$ cat src/rtl/riscv_pkg.sv
// Shared RV32I opcode constants and 4-bit ALU operation encodings,
// used by the issue stage and the ALU itself.
package riscv_pkg;

    localparam logic [6:0] OP     = 7'b0110011;
    localparam logic [6:0] OP_IMM = 7'b0010011;
    localparam logic [6:0] LUI    = 7'b0110111;
    localparam logic [6:0] AUIPC  = 7'b0010111;

    // Encoding is {funct7[5], funct3} so OP instructions map straight through.
    localparam logic [3:0] ALU_ADD  = 4'b0000;
    localparam logic [3:0] ALU_SUB  = 4'b1000;
    localparam logic [3:0] ALU_SLL  = 4'b0001;
    localparam logic [3:0] ALU_SLT  = 4'b0010;
    localparam logic [3:0] ALU_SLTU = 4'b0011;
    localparam logic [3:0] ALU_XOR  = 4'b0100;
    localparam logic [3:0] ALU_SRL  = 4'b0101;
    localparam logic [3:0] ALU_SRA  = 4'b1101;
    localparam logic [3:0] ALU_OR   = 4'b0110;
    localparam logic [3:0] ALU_AND  = 4'b0111;

    localparam logic [2:0] F3_SLL = 3'b001;
    localparam logic [2:0] F3_SRX = 3'b101;

endpackage

$ cat src/rtl/alu_issue_imm_gen.sv
// Immediate generator: I-type and U-type immediates, sign-extended from instr[31].
module imm_gen #(
    parameter int XLEN = 32
) (
    input  logic [31:12]     instr_i,
    output logic [XLEN-1:0]  imm_i_o,
    output logic [XLEN-1:0]  imm_u_o
);

    logic signed [11:0] imm_i12;
    logic signed [31:0] imm_u32;

    assign imm_i12 = instr_i[31:20];
    assign imm_u32 = {instr_i[31:12], 12'b0};

    assign imm_i_o = XLEN'(imm_i12);
    assign imm_u_o = XLEN'(imm_u32);

endmodule

$ cat src/rtl/alu_issue.sv
// Single-entry issue register between decode and EX: decodes ALU-class RV32I
// instructions, applies writeback bypass at accept and holds results under backpressure.
module alu_issue
    import riscv_pkg::*;
#(
    parameter int XLEN = 32
) (
    input  logic             clk,
    input  logic             rst,
    input  logic             in_valid,
    output logic             in_ready,
    input  logic [31:0]      in_instr,
    input  logic [XLEN-1:0]  in_pc,
    input  logic [XLEN-1:0]  in_rs1_data,
    input  logic [XLEN-1:0]  in_rs2_data,
    input  logic             wb_valid,
    input  logic [4:0]       wb_rd,
    input  logic [XLEN-1:0]  wb_data,
    input  logic             flush,
    output logic             out_valid,
    input  logic             out_ready,
    output logic [XLEN-1:0]  out_operand1,
    output logic [XLEN-1:0]  out_operand2,
    output logic [3:0]       out_alu_op,
    output logic [4:0]       out_rd,
    output logic             out_we,
    output logic             out_illegal,
    output logic [XLEN-1:0]  out_pc
);

    localparam logic [0:0] EMPTY = 1'b0;
    localparam logic [0:0] FULL  = 1'b1;

    logic [0:0]      state_q, state_d;
    logic [XLEN-1:0] op1_q, op1_d, op2_q, op2_d, pc_q;
    logic [3:0]      alu_q, alu_d;
    logic [4:0]      rd_q;
    logic            we_q, we_d, ill_q, ill_d;

    logic [XLEN-1:0] imm_i, imm_u, rs1_val, rs2_val;
    logic [6:0]      opcode;
    logic [2:0]      funct3;
    logic [4:0]      rd, rs1, rs2;
    logic            accept, supported;

    imm_gen #(.XLEN(XLEN)) u_imm_gen (
        .instr_i (in_instr[31:12]),
        .imm_i_o (imm_i),
        .imm_u_o (imm_u)
    );

    assign opcode = in_instr[6:0];
    assign rd     = in_instr[11:7];
    assign funct3 = in_instr[14:12];
    assign rs1    = in_instr[19:15];
    assign rs2    = in_instr[24:20];

    assign in_ready = (state_q == EMPTY) || out_ready;
    assign accept   = in_valid && in_ready && !flush;

    // Bypass only ever looks at the instruction being accepted; held contents stay as captured.
    assign rs1_val = (wb_valid && (wb_rd != 5'd0) && (wb_rd == rs1)) ? wb_data : in_rs1_data;
    assign rs2_val = (wb_valid && (wb_rd != 5'd0) && (wb_rd == rs2)) ? wb_data : in_rs2_data;

    always_comb begin
        op1_d     = '0;
        op2_d     = '0;
        alu_d     = ALU_ADD;
        supported = 1'b1;
        unique case (opcode)
            OP: begin
                op1_d = rs1_val;
                op2_d = rs2_val;
                alu_d = {in_instr[30], funct3};
            end
            OP_IMM: begin
                op1_d = rs1_val;
                alu_d = (funct3 == F3_SRX) ? {in_instr[30], funct3} : {1'b0, funct3};
                // Shift-immediates carry funct7 in imm[11:5]; only the shamt is an operand.
                op2_d = (funct3 == F3_SLL || funct3 == F3_SRX) ? XLEN'(rs2) : imm_i;
            end
            LUI: begin
                op2_d = imm_u;
            end
            AUIPC: begin
                op1_d = in_pc;
                op2_d = imm_u;
            end
            default: supported = 1'b0;
        endcase
        we_d  = supported && (rd != 5'd0);
        ill_d = !supported;
    end

    always_comb begin
        state_d = state_q;
        if (flush)
            state_d = EMPTY;
        else if (accept)
            state_d = FULL;
        else if (out_ready)
            state_d = EMPTY;
    end

    always_ff @(posedge clk or posedge rst) begin
        if (rst) begin
            state_q <= EMPTY;
            op1_q   <= '0;
            op2_q   <= '0;
            alu_q   <= '0;
            rd_q    <= '0;
            we_q    <= 1'b0;
            ill_q   <= 1'b0;
            pc_q    <= '0;
        end else begin
            state_q <= state_d;
            if (accept) begin
                op1_q <= op1_d;
                op2_q <= op2_d;
                alu_q <= alu_d;
                rd_q  <= rd;
                we_q  <= we_d;
                ill_q <= ill_d;
                pc_q  <= in_pc;
            end
        end
    end

    assign out_valid    = (state_q == FULL);
    assign out_operand1 = op1_q;
    assign out_operand2 = op2_q;
    assign out_alu_op   = alu_q;
    assign out_rd       = rd_q;
    assign out_we       = we_q;
    assign out_illegal  = ill_q;
    assign out_pc       = pc_q;

endmodule

$ cat config.mk
export PLATFORM = sky130hd
export DESIGN_NAME = alu_issue
export DESIGN_NICKNAME = d
export VERILOG_FILES = /design/src/rtl/riscv_pkg.sv /design/src/rtl/alu_issue_imm_gen.sv /design/src/rtl/alu_issue.sv
export SDC_FILE = /design/constraint.sdc
export NUM_CORES = 1
export LEC_CHECK = 0
export CAP_MARGIN = 20
export CORE_ASPECT_RATIO = 0.5
export CORE_UTILIZATION = 45
export CTS_BUF_LIST = sky130_fd_sc_hd__clkbuf_4 sky130_fd_sc_hd__clkbuf_8
export DETAILED_ROUTE_END_ITERATION = 10
export HOLD_SLACK_MARGIN = 0.02
export PLACE_DENSITY_LB_ADDON = 0.25
export SLEW_MARGIN = 20
export SYNTH_ARGS = -nofsm -noshare
export SYNTH_HDL_FRONTEND = slang
export SYNTH_SLANG_ARGS = --single-unit
$ cat constraint.sdc
create_clock -name clk -period 6.16 [get_ports clk]
set_clock_uncertainty 0.1 [all_clocks]
set_input_delay 0.616 -clock clk [delete_from_list [all_inputs] [get_ports clk]]
set_output_delay 0.616 -clock clk [all_outputs]
set_load 0.03 [all_outputs]
==> flow_metrics.env <==
export IMPL_outcome="finished, final reports clean"
export IMPL_synth_area_leaders="dfrtp_1 48%, mux2i_1 11%, nand2_1 11%, o22ai_1 3.7%, o21ai_0 3.5%"
export IMPL_dp_cells=1032
export IMPL_top_layer="met4"
export IMPL_n_fill_cell=914
export IMPL_max_stage_delay_ps=870
export IMPL_place_ws_ps=2844
export IMPL_layout_setup_ws_ps=3189
export IMPL_gp_congestion=0.9060
export IMPL_postCtsHoldBufs=0
export IMPL_clk_pin_slew_worst_paths_ps=110
export IMPL_critPathBufInv=3
export IMPL_clockBufferDepth=2
export IMPL_worst_path_stages=6
export IMPL_synth_most_common_cell="nand2_1"
export IMPL_synth_fp_nets=795
export IMPL_die_y_um=80.78
export IMPL_finalHoldViolCount=0
export IMPL_grt_pass1_vias=5413
export IMPL_fp_row_count=28
export IMPL_met2_length_um=8903
export IMPL_cp_top_family="buffers and inverters"
export IMPL_fp_dieW_um=159.6
export IMPL_first_pass_iters=5
export IMPL_fmax_ghz=0.3365
export IMPL_fin_crit_ps=2971
export IMPL_p_leak_nw=3.571
export IMPL_cap_viol_max_count=0
export IMPL_drtIter0Drc=514
export IMPL_worstSkewPairLatency_ps=370
export IMPL_p_seq_share_pct=43.6
export IMPL_switching_share_pct=33.79
export IMPL_hp_class="flip-flop to flip-flop"
export IMPL_synth_common_cells="165 x nand2_1, 108 x dfrtp_1, 64 x mux2i_1"
export IMPL_p_sw_w=0.0006396
export IMPL_vdd_drop_max_uv=142.1
export IMPL_area_delta_synth_final_pct=55.24
export IMPL_comb_power_share_pct=31.6
export IMPL_tns_ps=0
export IMPL_postCtsSetupBuffers=0
export IMPL_dieArea_um2=12890
export IMPL_ys_flop_type="dfrtp_1"
export IMPL_powerDensity_nw_per_um2=218.3
export IMPL_syn_avg_cell_area_um2=8.951
export IMPL_seq_area_um2=2703
export IMPL_postCtsResizedCells=0
export IMPL_syn_area_um2=5585
export IMPL_yosysWarnings=0
export IMPL_grt_pass1_wl_um=29210
export IMPL_slew_headroom_pct=36.98
export IMPL_dpl_hpwl_um=14230
export IMPL_vias=5659
export IMPL_setup_violations_final=0
export IMPL_wl_met3_um=1557
export IMPL_ys_seq_area_share_pct=48.39
export IMPL_clock_tree_root_cell="clkbuf_8"
export IMPL_htreeDepth=3
export IMPL_start_kind="primary input"
export IMPL_netlist_area_leader_share_pct=48.39
export IMPL_criticalPathCategory="primary input to flip-flop"
export IMPL_multi_input_area_um2=2666
export IMPL_synth_seq_cells=108
export IMPL_fin_crit_sh_pct=48.24
export IMPL_cp_arrival_ps=3160
export IMPL_end_kind="flip-flop"
export IMPL_p_int_w=0.001253
export IMPL_holdPathStages=2
export IMPL_ant_nets=0
export IMPL_cts_tree="yes"
export IMPL_drive_gt1_share_pct=4.077
export IMPL_grt_start_max_net_pins=101
export IMPL_synth_largest_area_cell="dfrtp_1"
export IMPL_tightest_slew_ps=945.4
export IMPL_stdcell_count=1048
export IMPL_drc=0
export IMPL_crit_chain="clkdlybuf4s50_1 -> nor2_2 -> buf_4 -> nand3_1 -> buf_4 -> o211ai_1"
export IMPL_synth_cell_types=34
export IMPL_antenna_found_initial=0
export IMPL_diodes=0
export IMPL_synth_edf_count=0
export IMPL_synthArstFlopShare_pct=100.0
export IMPL_drt_met1_wl_um=8266
export IMPL_port_buffers=279
export IMPL_grt_ovfl_total=0
export IMPL_slew_violations=0
export IMPL_wl_um=19220
export IMPL_track_usage_pct=29.41
export IMPL_rsz0062_at_grt="false"
export IMPL_wire_per_inst_um=18.33
export IMPL_clockPowerShare_pct=24.9
export IMPL_ioPinCount=280
export IMPL_fin_nets=1049
export IMPL_core_area_um2=11950
export IMPL_worstRegToRegCells=7
export IMPL_cts_sinks=108
export IMPL_crit_path_max_fanout=32
export IMPL_cts_made_buffers=9
export IMPL_slowest_stage="clkdlybuf4s50_1"
export IMPL_start_util_pct=46.75
export IMPL_syn_inst=624
export IMPL_cpMostUsedCell="buf_4"
export IMPL_routed_via_density=5.400
export IMPL_worstPathRequired_ps=6350
==> placed cells by master (no fill, tap or decap), types with 4 or more instances in the layout <==
cell type,count
clkbuf_8,9
dfrtp_1,108
nand3_1,11
a21oi_1,33
xnor2_1,6
o22ai_1,33
o21ai_1,16
a31oi_1,5
a22oi_1,18
nand2_1,165
and2_1,5
buf_4,10
clkdlybuf4s50_1,279
xor2_1,4
nor2_1,40
o211ai_1,7
o21ai_0,39
mux2i_1,64
==> worst reg2reg max path, delay by kind of cell, from the launching register on <==
kind	cells	cell delay, ps
buffers and inverters	2	1000
DFF	1	390
and+or+nand+nor	2	370
AOI/OAI and AO/OA	3	600
==> logic make-up after synthesis <==
| kind of cell | Yosys count | share of synthesized area (%) |
|---|---|---|
| simple gates | 240 | 18.46 |
| compound gates | 154 | 15.95 |
| flops | 108 | 48.39 |
| mux | 64 | 11.47 |
| buf+inv | 48 | 4.167 |
| xor+xnor | 10 | 1.568 |
==> stage by stage <==
stage                     utilization [%]  power, W  hold slack (ps)  area, um^2
after floorplan                         -  0.001117            545.7        5585
after global placement              70.74  0.001422            350.8        8451
after detailed placement            70.76  0.001433            362.0        8453
after CTS                           72.58  0.001905            391.3        8671
after global routing                72.58  0.001974            409.7        8671
final                               72.58  0.001893            384.8        8671
==> final timing paths <==
check	from	end	slack, ps
worst max-delay path	in_instr[2]	out_operand2[7]	3190
worst min-delay path	out_alu_op[0]	out_alu_op[0]	380
worst max register to register	out_valid	out_operand2[13]	3580
worst min register to register	out_alu_op[0]	out_alu_op[0]	380
max in group asynchronous	rst	out_operand2[24]	4240
min in group asynchronous	rst	out_pc[13]	680
==> state kept, by name (all words and copies together), names as in the netlist <==
signal / count
out_alu_op: 4
out_illegal: 1
out_operand1: 32
out_operand2: 32
out_pc: 32
out_rd: 5
out_valid: 1
out_we: 1
==> final cells by class <==
| class | count | share of cell area (%) |
|---|---|---|
| clock inverters | 7 | 1.082 |
| multi-input cells | 468 | 30.75 |
| flip-flops and latches | 108 | 31.17 |
| well taps | 165 | 2.381 |
| clock buffers | 9 | 1.429 |
| inverters | 2 | 0.1154 |
| repair buffers | 289 | 33.07 |
==> per-layer routing <==
layer,track usage (%),vias up
li1,-,2675
met1,39.42,2683
met2,48.08,262
met3,6.793,39
met4,8.942,0
met5,0,-
==> power by group through the flow <==
stage / Sequential [W] / Combinational, W / Clock, W
finish: 0.000825 / 0.000597 / 0.000471
global route: 0.000834 / 0.000632 / 0.000507
CTS: 0.000824 / 0.000599 / 0.000482
detailed placement: 0.000836 / 0.000597 / 0
global placement: 0.000834 / 0.000588 / 0
floorplan: 0.000975 / 0.000142 / 0
(Power assumes the default switching activity.)
